$ cat src/rtl/ocd_mem_dump_tx.sv
// ocd_mem_dump_tx: reads a block of words over the OCD memory-read port and sends them as a checksummed 8N1 UART frame.
// Latency: TXD start bit one clock after start is accepted; each byte takes 10*BAUD_PERIOD clocks; a word read waits at most READ_TIMEOUT clocks.
// Backpressure: none. start is ignored while busy, and a missing read response is replaced by 32'hDEADBEEF with read_error set.
//
// Ports:
//   clk, reset_n            : clock and synchronous active-low reset
//   start/start_addr/word_count : dump request (accepted only when idle)
//   busy, done, read_error  : status (done is a one-cycle pulse; read_error is sticky per dump)
//   mem_read_enable/addr    : one-cycle read request; mem_enable_in/mem_word_in return the data
//   TXD, uart_tx_sel_dump   : registered serial output and TX mux select
//
// Frame: 5A [hdr] {word bytes LE}* csum. The csum is the 8-bit sum of every byte except 5A.
// Optional macro DUMP_ADDR_HEADER_EN adds a 6-byte header: start_addr as 32-bit LE, then word_count as 16-bit LE.
module ocd_mem_dump_tx #(
  parameter int BAUD_PERIOD  = 217,
  parameter int ADDR_WIDTH   = 14,
  parameter int XLEN         = 32,
  parameter int READ_TIMEOUT = 15
) (
  input  logic                  clk,
  input  logic                  reset_n,
  input  logic                  start,
  input  logic [ADDR_WIDTH-1:0] start_addr,
  input  logic [15:0]           word_count,
  output logic                  busy,
  output logic                  done,
  output logic                  read_error,
  output logic                  mem_read_enable,
  output logic [ADDR_WIDTH-1:0] mem_read_addr,
  input  logic                  mem_enable_in,
  input  logic [XLEN-1:0]       mem_word_in,
  output logic                  TXD,
  output logic                  uart_tx_sel_dump
);

  localparam int              BW        = $clog2(BAUD_PERIOD + 1);
  localparam logic [BW-1:0]   BAUD_LAST = BW'(BAUD_PERIOD - 1);
  localparam int              TW        = $clog2(READ_TIMEOUT + 1);
  localparam logic [TW-1:0]   WAIT_LAST = TW'(READ_TIMEOUT - 1);
  localparam logic [XLEN-1:0] DEAD_WORD = XLEN'(32'hDEADBEEF);

  typedef enum logic [2:0] {
    S_IDLE, S_SYNC, S_HDR, S_REQ, S_WAIT, S_SEND, S_CSUM, S_FIN
  } state_t;

  state_t                r_state, w_state_nxt;
  logic [ADDR_WIDTH-1:0] r_addr;
  logic [15:0]           r_remain;
  logic [XLEN-1:0]       r_word;
  logic [7:0]            r_csum;
  logic [2:0]            r_idx;
  logic                  r_act;
  logic                  r_txd;
  logic [8:0]            r_shift;
  logic [3:0]            r_bit;
  logic [BW-1:0]         r_baud;
  logic [TW-1:0]         r_wait;
  logic                  r_read_error;

  logic                  w_byte_done, w_last, w_timeout, w_load, w_nxt_tx;
  logic [2:0]            w_nxt_idx;
  logic [7:0]            w_nxt_byte;
  logic [XLEN-1:0]       w_word;
`ifdef DUMP_ADDR_HEADER_EN
  logic [47:0]           w_hdr;
  assign w_hdr = {r_remain, 32'(r_addr)};
`endif

  // Stop bit of the current byte ends on this clock.
  assign w_byte_done = r_act && (r_baud == BAUD_LAST) && (r_bit == 4'd9);
  assign w_timeout   = (r_state == S_WAIT) && !mem_enable_in && (r_wait == WAIT_LAST);
  // In WAIT the word is taken straight from the port so SEND can load byte 0 on the capture edge.
  assign w_word      = (r_state == S_WAIT) ? (mem_enable_in ? mem_word_in : DEAD_WORD) : r_word;

  always_comb begin
    case (r_state)
      S_HDR:   w_last = (r_idx == 3'd5);
      S_SEND:  w_last = (r_idx == 3'd3);
      default: w_last = 1'b1;
    endcase
  end

  // State register
  always_ff @(posedge clk) begin
    if (!reset_n) r_state <= S_IDLE;
    else          r_state <= w_state_nxt;
  end

  // Next-state logic
  always_comb begin
    w_state_nxt = r_state;
    case (r_state)
      S_IDLE: if (start) w_state_nxt = S_SYNC;
      S_SYNC: if (w_byte_done) begin
`ifdef DUMP_ADDR_HEADER_EN
        w_state_nxt = S_HDR;
`else
        w_state_nxt = (r_remain == 16'd0) ? S_CSUM : S_REQ;
`endif
      end
      S_HDR:  if (w_byte_done && w_last) w_state_nxt = (r_remain == 16'd0) ? S_CSUM : S_REQ;
      S_REQ:  w_state_nxt = S_WAIT;
      S_WAIT: if (mem_enable_in || w_timeout) w_state_nxt = S_SEND;
      S_SEND: if (w_byte_done && w_last) w_state_nxt = (r_remain == 16'd1) ? S_CSUM : S_REQ;
      S_CSUM: if (w_byte_done) w_state_nxt = S_FIN;
      S_FIN:  w_state_nxt = S_IDLE;
      default: w_state_nxt = S_IDLE;
    endcase
  end

  // Outputs
  always_comb begin
    busy             = (r_state != S_IDLE) && (r_state != S_FIN);
    uart_tx_sel_dump = busy;
    done             = (r_state == S_FIN);
    mem_read_enable  = (r_state == S_REQ);
  end
  assign mem_read_addr = r_addr;
  assign TXD           = r_txd;
  assign read_error    = r_read_error;

  // A new byte is loaded when entering a transmitting state, or straight after the stop bit
  // when the state still has bytes left, so bytes within a frame run back-to-back.
  assign w_nxt_tx  = (w_state_nxt == S_SYNC) || (w_state_nxt == S_HDR) ||
                     (w_state_nxt == S_SEND) || (w_state_nxt == S_CSUM);
  assign w_load    = w_nxt_tx && ((w_state_nxt != r_state) || (w_byte_done && !w_last));
  assign w_nxt_idx = (w_state_nxt != r_state) ? 3'd0 : r_idx + 3'd1;

  always_comb begin
    case (w_state_nxt)
      S_SYNC:  w_nxt_byte = 8'h5A;
`ifdef DUMP_ADDR_HEADER_EN
      S_HDR:   w_nxt_byte = w_hdr[8*w_nxt_idx +: 8];
`endif
      S_SEND:  w_nxt_byte = w_word[8*w_nxt_idx[1:0] +: 8];
      S_CSUM:  w_nxt_byte = r_csum;
      default: w_nxt_byte = 8'hFF;
    endcase
  end

  // Datapath and UART shifter
  always_ff @(posedge clk) begin
    if (!reset_n) begin
      r_addr       <= '0;
      r_remain     <= '0;
      r_word       <= '0;
      r_csum       <= '0;
      r_idx        <= '0;
      r_act        <= 1'b0;
      r_txd        <= 1'b1;
      r_shift      <= '1;
      r_bit        <= '0;
      r_baud       <= '0;
      r_wait       <= '0;
      r_read_error <= 1'b0;
    end else begin
      if (r_state == S_IDLE && start) begin
        r_addr       <= start_addr;
        r_remain     <= word_count;
        r_csum       <= '0;
        r_read_error <= 1'b0;
      end
      if (r_state == S_REQ)       r_wait <= '0;
      else if (r_state == S_WAIT) r_wait <= r_wait + 1'b1;
      if (r_state == S_WAIT && w_state_nxt == S_SEND) begin
        r_word <= w_word;
        if (w_timeout) r_read_error <= 1'b1;
      end
      if (r_state == S_SEND && w_byte_done && w_last) begin
        r_addr   <= r_addr + 1'b1;
        r_remain <= r_remain - 16'd1;
      end

      if (w_load) begin
        r_act   <= 1'b1;
        r_txd   <= 1'b0;
        r_shift <= {1'b1, w_nxt_byte};
        r_bit   <= '0;
        r_baud  <= '0;
        r_idx   <= w_nxt_idx;
        if (w_state_nxt == S_HDR || w_state_nxt == S_SEND) r_csum <= r_csum + w_nxt_byte;
      end else if (r_act) begin
        if (r_baud == BAUD_LAST) begin
          r_baud <= '0;
          if (r_bit == 4'd9) begin
            r_act <= 1'b0;
            r_txd <= 1'b1;
          end else begin
            // shift[8] is the stop bit, reaching TXD as the tenth bit
            r_txd   <= r_shift[0];
            r_shift <= {1'b1, r_shift[8:1]};
            r_bit   <= r_bit + 4'd1;
          end
        end else begin
          r_baud <= r_baud + 1'b1;
        end
      end
    end
  end

endmodule

$ cat config.mk
export PLATFORM = sky130hd
export DESIGN_NAME = ocd_mem_dump_tx
export DESIGN_NICKNAME = d
export VERILOG_FILES = /design/src/rtl/ocd_mem_dump_tx.sv
export SDC_FILE = /design/constraint.sdc
export NUM_CORES = 1
export LEC_CHECK = 0
export BUFFER_PORTS_ARGS = -buffer_cell sky130_fd_sc_hd__buf_2
export CORE_UTILIZATION = 35
export CTS_CLUSTER_DIAMETER = 200
export DETAILED_ROUTE_END_ITERATION = 8
export PLACE_DENSITY = 0.64
export SYNTH_ARGS = -nofsm -noshare
export SYNTH_HDL_FRONTEND = slang
export SYNTH_SLANG_ARGS = --single-unit
$ cat constraint.sdc
create_clock -name clk -period 5.2 [get_ports clk]
set_input_delay 0 -clock clk [delete_from_list [all_inputs] [get_ports clk]]
set_output_delay 0 -clock clk [all_outputs]
set_load 0.05 [all_outputs]
======== Yosys cells after proc, flatten, opt, wreduce, memory -nomap -nowiden ========
Cells that the tools add are included.
storage, ports and cells
  output and inout port bits .............. 20
  flip-flop bits (word level) ............. 103
  input port bits ......................... 66
operators by class
  equal/unequal tests ..................... 20
  add/sub/neg operators ................... 7
  shifts and indexed selects .............. 1
  bitwise gates (word level) .............. 2
  reductions and logical operators ........ 31
  muxes and demuxes ....................... 37
operators by type and width
  cell                                                 count
  2-to-1 mux 32 bit                                    2
  2-to-1 mux 8 bit                                     8
  2-to-1 mux 16 bit                                    2
  variable part select 32 x 6 -> 8 bit                 1
  2-to-1 mux 14 bit                                    2
  2-to-1 mux 3 bit                                     9
  case mux 3 bit (8 select lines)                      1
  case mux 8 bit (3 select lines)                      1
  == test 3 bit (second input constant)                7
  == test 16 x 1 -> 1 bit (second input constant)      1
  zero test 16 bit                                     1
  subtractor 16 x 1 -> 16 bit (second input constant)  1
  adder 14 x 1 -> 14 bit (second input constant)       1
  == test 3 x 2 -> 1 bit (second input constant)       4
  logical AND 1 bit                                    12
  2-to-1 mux 1 bit                                     11
  adder 4 x 1 -> 4 bit (second input constant)         2
  adder 8 x 1 -> 8 bit (second input constant)         1
  adder 8 bit                                          1
  == test 4 bit (second input constant)                2
  == test 8 bit (second input constant)                1
  == test 3 x 1 -> 1 bit (second input constant)       2
  logical OR 1 bit                                     6
  AND reduction 3 bit                                  2
  12 further kinds                                     17

======== Longest topological paths before layout ========
Gate-level depths: netlist of run 1.
  word-level depth ........................ 13
  gate-level depth with buffers ........... 24
  depth with buffers taken out ............ 22

======== Least setup slack after synthesis of run 1 ========
Ideal clock, no wire load.
  path kind ............................... reg2reg
  from .................................... reg r_remain[4]
  to ...................................... reg r_csum[7]
  required time ........................... 5,064 ps
  clock period less this slack ............ 4,944 ps
  stages on the path, launching flop included .. 24
  path slack .............................. 256 ps
  arrival ................................. 4,808 ps
  cells stage by stage .................... dfxtp_1 -> buf_6 -> or4_4 -> buf_6 -> or4_4 -> nor3_4 -> a21boi_0 -> a21boi_0 -> inv_1 -> ha_1 -> clkbuf_1 -> o21ai_0 -> a21oi_1 -> nand2_1 -> ha_1 -> a21o_1 -> a21oi_1 -> o21bai_1 -> a21oi_1 -> o21ai_0 -> o2111ai_1 -> and4b_1 -> a2111oi_1 -> o31ai_1
on the way
  cells in the longest elaborated chain, start to end .. 11
ends and longest elaborated chain
  item                                                                line          text
  start, declared                                                     48            logic [15:0] r_remain;
  start signal, assigned                                              159           r_remain <= word_count;
  start signal, assigned                                              171           r_remain <= r_remain - 16'd1;
  == test 16 x 1 -> 1 bit / zero test 16 bit (equally long branches)  104, 98, 101
  2-to-1 mux 3 bit, on equally long branches                          104, 98, 101
  2-to-1 mux 3 bit, on equally long branches                          104, 101, 94
  case mux 3 bit (8 select lines) *                                   92            case (r_state)
  via w_state_nxt[0]                                                  46            state_t r_state, w_state_nxt;
  inequality test 3 bit                                               126, 127
  2-to-1 mux 3 bit                                                    127           assign w_nxt_idx = (w_state_nxt != r_state) ? 3'd0 : r_idx + 3'd1;
  variable part select 32 x 6 -> 8 bit                                135           S_SEND: w_nxt_byte = w_word[8*w_nxt_idx[1:0] +: 8];
  case mux 8 bit (3 select lines)                                     130           case (w_state_nxt)
  adder 8 bit                                                         181           if (w_state_nxt == S_HDR || w_state_nxt == S_SEND) r_csum <= r_csum + w_nxt_byte;
  2-to-1 mux 8 bit                                                    181
  2-to-1 mux 8 bit *                                                  174           if (w_load) begin
  end signal, assigned                                                181
  end, declared                                                       50            logic [7:0] r_csum;
Mark *: on every way through the listed nets, which the timed path passes. The rest lies on a longest branch.
A chain may end at the register's enable or synchronous reset.

======== Final worst setup path of run 1 ========
Same ends and word-level chain as after synthesis.

==> run metrics, run 1 <==
HP Class in -> reg; Avg Vias per Cell 5.358; crit path cell chain or4_4 > or4_4 > nor3_4 > a21boi_0 > a21boi_0 > buf_4 > inv_1 > ha_2 > o21ai_0 > a21oi_1 > nand2_1 > ha_1 > a21o_1 > a21oi_1 > o21bai_1 > a21oi_1 > o21ai_0 > o2111ai_1 > and4b_1 > a2111oi_2 > o31ai_1; postcts setup bufs 0; Switching Power 528.3 µW; ys async rst share 0%; core area 0.01724 mm²; IO Port Bufs 85; number of flops mapped to enable cells by yosys 0; Synth Cell Area 0.006143 mm²; WHS 3.034 ps; Mapped Cells 802; Max H-tree Level 3; Post-Syn Nets 889; leading cell type in the layout, fill and taps excluded dfxtp_1; post-DR wirelength/cell 14.34 µm; Crit path top cell by count a21oi_1; P_leak 3.011 nW; Final Hold Vio Count 0; global routing usage on met3 3.754%; Vias 6162; Seq cells post-synth 103; Row Count 48; RSZ-0062 raised after global routing no; slack of the critical path 363.5 ps; I/O pin cnt 86; crit end category flop; commonest non-fill, non-tap cells in the layout 103 x dfxtp_1, 97 x nor2_1, 85 x buf_2, 83 x nand2_1, 75 x a21oi_1; Syn-to-layout area delta 24.68%; Initial Utilization 35.64%; worst-path maximum fanout 13; Post-Place Worst Slack 216.8 ps; Logic pwr share 16.8%; Congestion Overflow GR 0; RR Endpoint r_csum[7]$_SDFF_PN0_; first-pass iteration count of the detailed router 5; clock network fraction of total power 37.2%; HP Start mem_word_in[19]; TritonCTS clock tree built; status complete, no violations; first-pass GRT wire length 26680 µm; largest net degree at the start of global routing 58; hold worst-path end r_word[19]$_SDFFE_PN0P_; fin nets 1007; reg2reg start r_remain[4]$_SDFFE_PN0P_; Worst setup SP type flop; Highest Clock Rate 0.2068 GHz; Mean Syn Cell Area 7.660 µm²; Die Area 0.01809 mm²; Num CTS Buffers 9; P per Cell Area 236.5 mW/mm²; Worst Skew 9.119 ps; final setup TNS 0 ps; Worst Path Required 5430 ps; ANT nets after route 0; Top Family by Delay on Critical Path compound AO/OA/AOI/OAI gates; Hold Path Depth 3; vias in the first global route 5382; max-cap viol count 0; fin crit share 93.01%; internal power 1.284 mW; reg2reg path depth 21; relative slew slack 32.39%; switching fraction of total power 29.16%; Worst EP arrival 5070 ps; busiest grt layer met2; Inserted Diodes 0; Global Route Usage Sum 18.19%; Die Ht 134.5 µm; Worst-Margin Slew 1012 ps; Placer Congestion 0.8443; Ys Warns 0; die extent in x 134.5 µm; Max clock buf depth 2; dominant synthesized flop cell dfxtp_1; sequential area share after synthesis 33.56%; peak supply drop 0.1842 mV; WS Path Type reg -> reg; met2 usage 28.61%; final wirelength 16490 µm; dpl hpwl 11220 µm; layout cells sized above 1 16.32%; Reg power frac 46.0%; CTS clk-pin slew, worst paths 80 ps; Buf+Inv Stages, Crit Path 2; Root Driver clkbuf_16; Clock Latency Late Sink 360 ps; final setup fails 0; antenna violations before repair 0; R2R Setup Slk 360 ps; CP max stage delay 600 ps; DRT iter0 DRCs 387; min cycle time layout 4836 ps; met1 usage in global routing 25.17%; Max Slew Vio Count 0; Slowest cell on crit path or4_4; Clock Sinks 103; count of cell types in the netlist 72; Remaining DRCs 0
## flip-flops by register name, indices dropped and copies added, names as in the netlist
signal and count:
TXD 1, r_baud 8, r_shift 8, r_word 32, r_act 1, r_state 3, r_remain 16, r_wait 4
r_csum 8, read_error 1, r_bit 4, mem_read_addr 14, r_idx 3
## Yosys cell counts (5+ instances only)
| cell type | instances | area (µm²) |
|---|---|---|
| o21ai_0 | 31 | 155.2 |
| nor4_1 | 5 | 31.28 |
| ha_1 | 20 | 250.2 |
| nand4_1 | 10 | 62.56 |
| a22oi_1 | 6 | 45.04 |
| nor2b_1 | 21 | 131.4 |
| xnor2_1 | 8 | 70.07 |
| a21oi_1 | 75 | 375.4 |
| a31oi_1 | 7 | 43.79 |
| nand2b_1 | 5 | 31.28 |
| and2_1 | 8 | 50.05 |
| nand2_1 | 83 | 311.6 |
| and3_1 | 24 | 150.1 |
| nand3_1 | 41 | 205.2 |
| o2111ai_1 | 9 | 78.83 |
| inv_1 | 26 | 97.59 |
| nor2_1 | 97 | 364.1 |
| mux2i_1 | 6 | 60.06 |
| o21ai_1 | 5 | 25.02 |
| a211oi_1 | 31 | 232.7 |
| nor3_1 | 14 | 70.07 |
| clkbuf_1 | 46 | 172.7 |
| a32oi_1 | 14 | 122.6 |
| buf_2 | 6 | 30.03 |
| dfxtp_1 | 103 | 2062 |
| a311oi_1 | 7 | 61.31 |
| xor2_1 | 10 | 87.58 |
| o211ai_1 | 5 | 37.54 |
## routing by layer
layer | vias up | part of all wire, %
met5 | - | 0
met4 | 0 | 1.3
met3 | 16 | 4.2
met2 | 127 | 46
met1 | 2884 | 49
li1 | 3135 | -
## cells by family after synthesis
| family | share of synthesized area [%] |
|---|---|
| xor gates and xnor gates | 2.566 |
| DFF | 33.56 |
| and+or+nand+nor | 27.70 |
| muxes | 1.711 |
| AOI/OAI and AO/OA | 24.56 |
| buffers and inverters | 5.499 |
| adders and majority gates | 4.399 |
## per-stage QoR
step | cell area (µm²) | utilization [%] | total power, mW | instances
floorplan | 6143 | - | 1.037 | 802
global placement | 6788 | 39.38 | 1.120 | 1077
detailed placement | 6788 | 39.38 | 1.119 | 1077
CTS | 7651 | 44.39 | 1.826 | 1150
global route | 7660 | 44.44 | 1.893 | 1150
finish | 7660 | 44.44 | 1.812 | 1150
## cell type report
class | instances | area, µm²
clock buffer | 10 | 239.0
clock inverter | 6 | 53.80
fill | 1704 | 9577
inverter | 26 | 97.59
multi-input combinational | 616 | 3765
sequential | 103 | 2062
tap | 225 | 281.5
timing repair buffer | 164 | 1161
## worst max path at each step
stage | startpoint | to | cells past startpoint
floorplan | r_remain[4]$_SDFFE_PN0P_ | r_csum[7]$_SDFF_PN0_ | 23
global placement | r_remain[4]$_SDFFE_PN0P_ | r_csum[7]$_SDFF_PN0_ | 21
detailed placement | r_remain[4]$_SDFFE_PN0P_ | r_csum[7]$_SDFF_PN0_ | 21
CTS | r_remain[4]$_SDFFE_PN0P_ | r_csum[7]$_SDFF_PN0_ | 21
global route | r_remain[4]$_SDFFE_PN0P_ | r_csum[7]$_SDFF_PN0_ | 21
finish | r_remain[4]$_SDFFE_PN0P_ | r_csum[7]$_SDFF_PN0_ | 21
## worst min-delay path, cell delays in order
cell	delay (ps)
buf_2	80
nor2b_1	40
a211oi_1	190
## power by group through the flow
| stage | Sequential (mW) | Combinational (mW) | Clock, mW |
|---|---|---|---|
| 3_3_place_gp | 0.850 | 0.269 | 0 |
| 3_5_place_dp | 0.850 | 0.269 | 0 |
| 2_1_floorplan | 0.870 | 0.167 | 0 |
| 4_1_cts | 0.832 | 0.303 | 0.691 |
| 5_1_grt | 0.836 | 0.333 | 0.724 |
| 6_report | 0.833 | 0.305 | 0.674 |
## repair_timing
item | CTS | global route
hold buffers | 57 | 0
resized for setup | 0 | 3
setup endpoints to repair | 0 | 1
endpoints found under the hold margin | 61 | 0
Note: power is estimated with default switching activity, not from simulation.
==> inputs of run 2 (changes only) <==
ABC_AREA = 1   (was not set)
==> run 2 against run 1 <==
Net effect:
- flip-flop and latch count is the same
- die area shrank 1.3%
- register-to-register slack improved by 390 ps
- first-iteration DRC count shrank 11%
- cell count is 6.6% higher
- clock power decreased by 5.8%
- worst setup slack improved by 390 ps
- routed wire length fell by 2.2%
- critical path depth grew 10
- combinational power is 4% higher
- sequential power up 1%
- largest cell class unchanged
- highest routed layer unchanged
==> run metrics, run 2 <==
Top Family by Delay on Critical Path simple AND/OR/NAND/NOR gates; Die Ht 133.6 µm (-0.67%); HP Class in -> reg; relative slew slack 49.96% (+18 points); Clock Latency Late Sink 360 ps (about the same); Placer Congestion 0.8587 (+1.7%); first-pass iteration count of the detailed router 5 (unchanged); Highest Clock Rate 0.2247 GHz (+8.7%); peak supply drop 0.1718 mV (-6.7%); Syn-to-layout area delta 20.34%; Global Route Usage Sum 19.01% (+0.82 points); I/O pin cnt 86 (unchanged); CTS clk-pin slew, worst paths 70 ps (about the same); status complete, no violations; Mean Syn Cell Area 6.748 µm² (-12%); Die Area 0.01784 mm² (-1.3%); top post-synthesis cells by area dfxtp_1 34%, nand2_1 15%, a21oi_1 5.3%; Root Driver clkbuf_16; multi-input logic area 0.003468 mm² (-7.9%); Max Slew Vio Count 0 (unchanged); R2R Setup Slk 750 ps (+390 ps); Remaining DRCs 0 (unchanged); max-cap viol count 0 (unchanged); hold worst-path end mem_read_addr[2]$_SDFFE_PN0P_; post-synth top area share 34.03% (+0.46 points); max reg flops 32 (unchanged); Cell Count, Final, Fillers Out 1226 (+6.6%); RR Endpoint r_csum[7]$_SDFF_PN0_; TritonCTS clock tree built; Worst setup SP type flop; RSZ-0062 raised after global routing no; Initial Utilization 36.16% (+0.51 points); final wirelength 16120 µm (-2.2%); HP Start start_addr[2]; final setup TNS 0 ps (unchanged); Congestion Overflow GR 0 (unchanged); post-DR wirelength/cell 13.15 µm (-8.3%); most frequent cell after synthesis nand2_1; Vias 6065 (-1.6%); Max H-tree Level 3 (unchanged); Clock Sinks 103 (unchanged); most common library cells after synthesis 246 x nand2_1, 103 x dfxtp_1, 81 x inv_1, 64 x a21oi_1, 61 x nor2_1; sequential cell area 0.002062 mm² (unchanged); Final Hold Vio Count 0 (unchanged); P per Cell Area 246.0 mW/mm² (+4.0%); IO Port Bufs 85 (unchanged); reg2reg start r_bit[0]$_SDFFE_PP0P_; fin nets 1088 (+8.0%); Avg Vias per Cell 4.947 (-7.7%); Post-Place Cells 1173 (+8.9%); postcts setup bufs 0 (unchanged); Worst EP arrival 4680 ps (-390 ps); dominant synthesized flop cell dfxtp_1; Slowest cell on crit path dfxtp_1; fillers 1737 (+1.9%); commonest non-fill, non-tap cells in the layout 246 x nand2_1, 103 x dfxtp_1, 85 x buf_2, 80 x inv_1, 64 x a21oi_1; Row Count 47 (-2.1%); Num CTS Buffers 9 (unchanged); first-pass GRT wire length 27420 µm (+2.8%); leading cell type in the layout, fill and taps excluded nand2_1; largest net degree at the start of global routing 39 (-33%); crit end category flop; vias in the first global route 5642 (+4.8%); Crit path top cell by count nand2_1; Worst Path Required 5430 ps (about the same); Top reg by flops r_word; Mapped Cells 898 (+12%); die extent in x 133.6 µm (-0.67%); dpl hpwl 11330 µm (+1.0%); Seq cells post-synth 103 (unchanged); ANT nets after route 0 (unchanged); WS Path Type reg -> reg; core area 0.01676 mm² (-2.8%); Worst-Margin Slew 749.8 ps (-262.2 ps); Worst Skew 10.77 ps (+1.653 ps); Buf+Inv Stages, Crit Path 4 (+2); Inserted Diodes 0 (unchanged); number of flops mapped to enable cells by yosys 0 (unchanged); count of cell types in the netlist 48 (-33%); worst-path maximum fanout 21 (+8); Post-Syn Nets 985 (+11%); CP max stage delay 410 ps (-190 ps); Ys Warns 0 (unchanged); P_leak 3.169 nW (+5.3%); fin crit share 85.60% (-7.4 points); antenna violations before repair 0 (unchanged); DRT iter0 DRCs 344 (-11%); Max clock buf depth 2 (unchanged); Hold Path Depth 5 (+2); reg2reg path depth 31 (+48%); sequential area share after synthesis 34.03% (+0.46 points); final setup fails 0 (unchanged); min cycle time layout 4451 ps (-385.5 ps); Synth Cell Area 0.006060 mm² (-1.4%); WHS 21.03 ps (+18.00 ps); layout cells sized above 1 15.61% (-0.72 points); post-synth top area cell dfxtp_1; ys async rst share 0% (unchanged)
## run 2: cell count changes after synthesis, moves of 15 or more
cell | before | now
a211oi_1 | 31 | 2
nor2_1 | 97 | 61
inv_1 | 26 | 81
o22ai_1 | 0 | 26
clkbuf_1 | 46 | 27
o21ai_0 | 31 | 47
a31oi_1 | 7 | 22
nand3_1 | 41 | 60
nor2b_1 | 21 | 0
nand2_1 | 83 | 246
and3_1 | 24 | 1
## run 2: timing repair
item | 4_1_cts | 5_1_grt
hold buffers | 37 | 0
resized for setup | 0 | 0
hold endpoints to repair | 37 | 0
## run 2: layout make-up
cell class	instances	area share, %
Clock buffer	11	3.191
Clock inverter	5	0.4804
Inverter	92	4.770
Multi-Input combinational cell	663	47.56
Sequential cell	103	28.28
Tap cell	220	3.775
Timing Repair Buffer	132	11.94
## run 2: worst reg2reg max path: cells and delay by family (launching register included)
| family | cells | cell delay [ps] |
|---|---|---|
| simple gates | 19 | 2230 |
| compound gates | 5 | 630 |
| fa+ha+maj | 2 | 520 |
| flops | 1 | 410 |
| buf+inv | 4 | 390 |
| xor+xnor | 1 | 170 |
## run 2: stage by stage
stage          power [mW]  setup WS (ps)  util, %  cell area [µm²]
3_5_place_dp        1.153          801.6    39.70             6654
2_1_floorplan       1.070           1475        -             6060
6_report            1.794          749.0    43.51             7292
5_1_grt             1.887          68.08    43.51             7292
4_1_cts             1.810          768.9    43.51             7292
3_3_place_gp        1.152          954.1    39.70             6654
## run 2: worst max path at each step
| stage | start | to | slack [ps] | cells past startpoint |
|---|---|---|---|---|
| after floorplan | r_baud[1]$_SDFFE_PP0P_ | r_csum[7]$_SDFF_PN0_ | 1470 | 31 |
| after global placement | r_bit[0]$_SDFFE_PP0P_ | r_csum[7]$_SDFF_PN0_ | 950 | 31 |
| after detailed placement | r_bit[0]$_SDFFE_PP0P_ | r_csum[7]$_SDFF_PN0_ | 800 | 31 |
| after CTS | r_bit[0]$_SDFFE_PP0P_ | r_csum[7]$_SDFF_PN0_ | 770 | 31 |
| after global routing | r_bit[0]$_SDFFE_PP0P_ | r_csum[7]$_SDFF_PN0_ | 70 | 32 |
| final | r_bit[0]$_SDFFE_PP0P_ | r_csum[7]$_SDFF_PN0_ | 750 | 31 |
## run 2: power breakdown
part           leakage, nW  switching, mW  internal (mW)  total, mW
clock                0.129          0.309          0.325      0.635
combinational         2.20          0.202          0.117      0.318
sequential           0.837         0.0246          0.816      0.841
## run 2: cell families (layout without fill, tap and decap cells)
logic type | Yosys count | after routing | share of synthesized area (%)
XOR/XNOR | 21 | 21 | 3.035
flip-flops | 103 | 103 | 34.03
AND/OR/NAND/NOR | 445 | 445 | 33.47
buffers and inverters | 132 | 240 | 8.734
AO/OA/AOI/OAI | 176 | 176 | 16.27
adder cells (fa/ha/maj) | 21 | 21 | 4.460
## run 2: routing by layer
layer	vias to the layer above	share of wire (%)	global-route usage, %
met3	16	4.4	3.006
met1	2735	48	25.18
li1	3178	-	-
met4	0	1.5	6.629
met5	-	0	0
met2	136	46	31.22
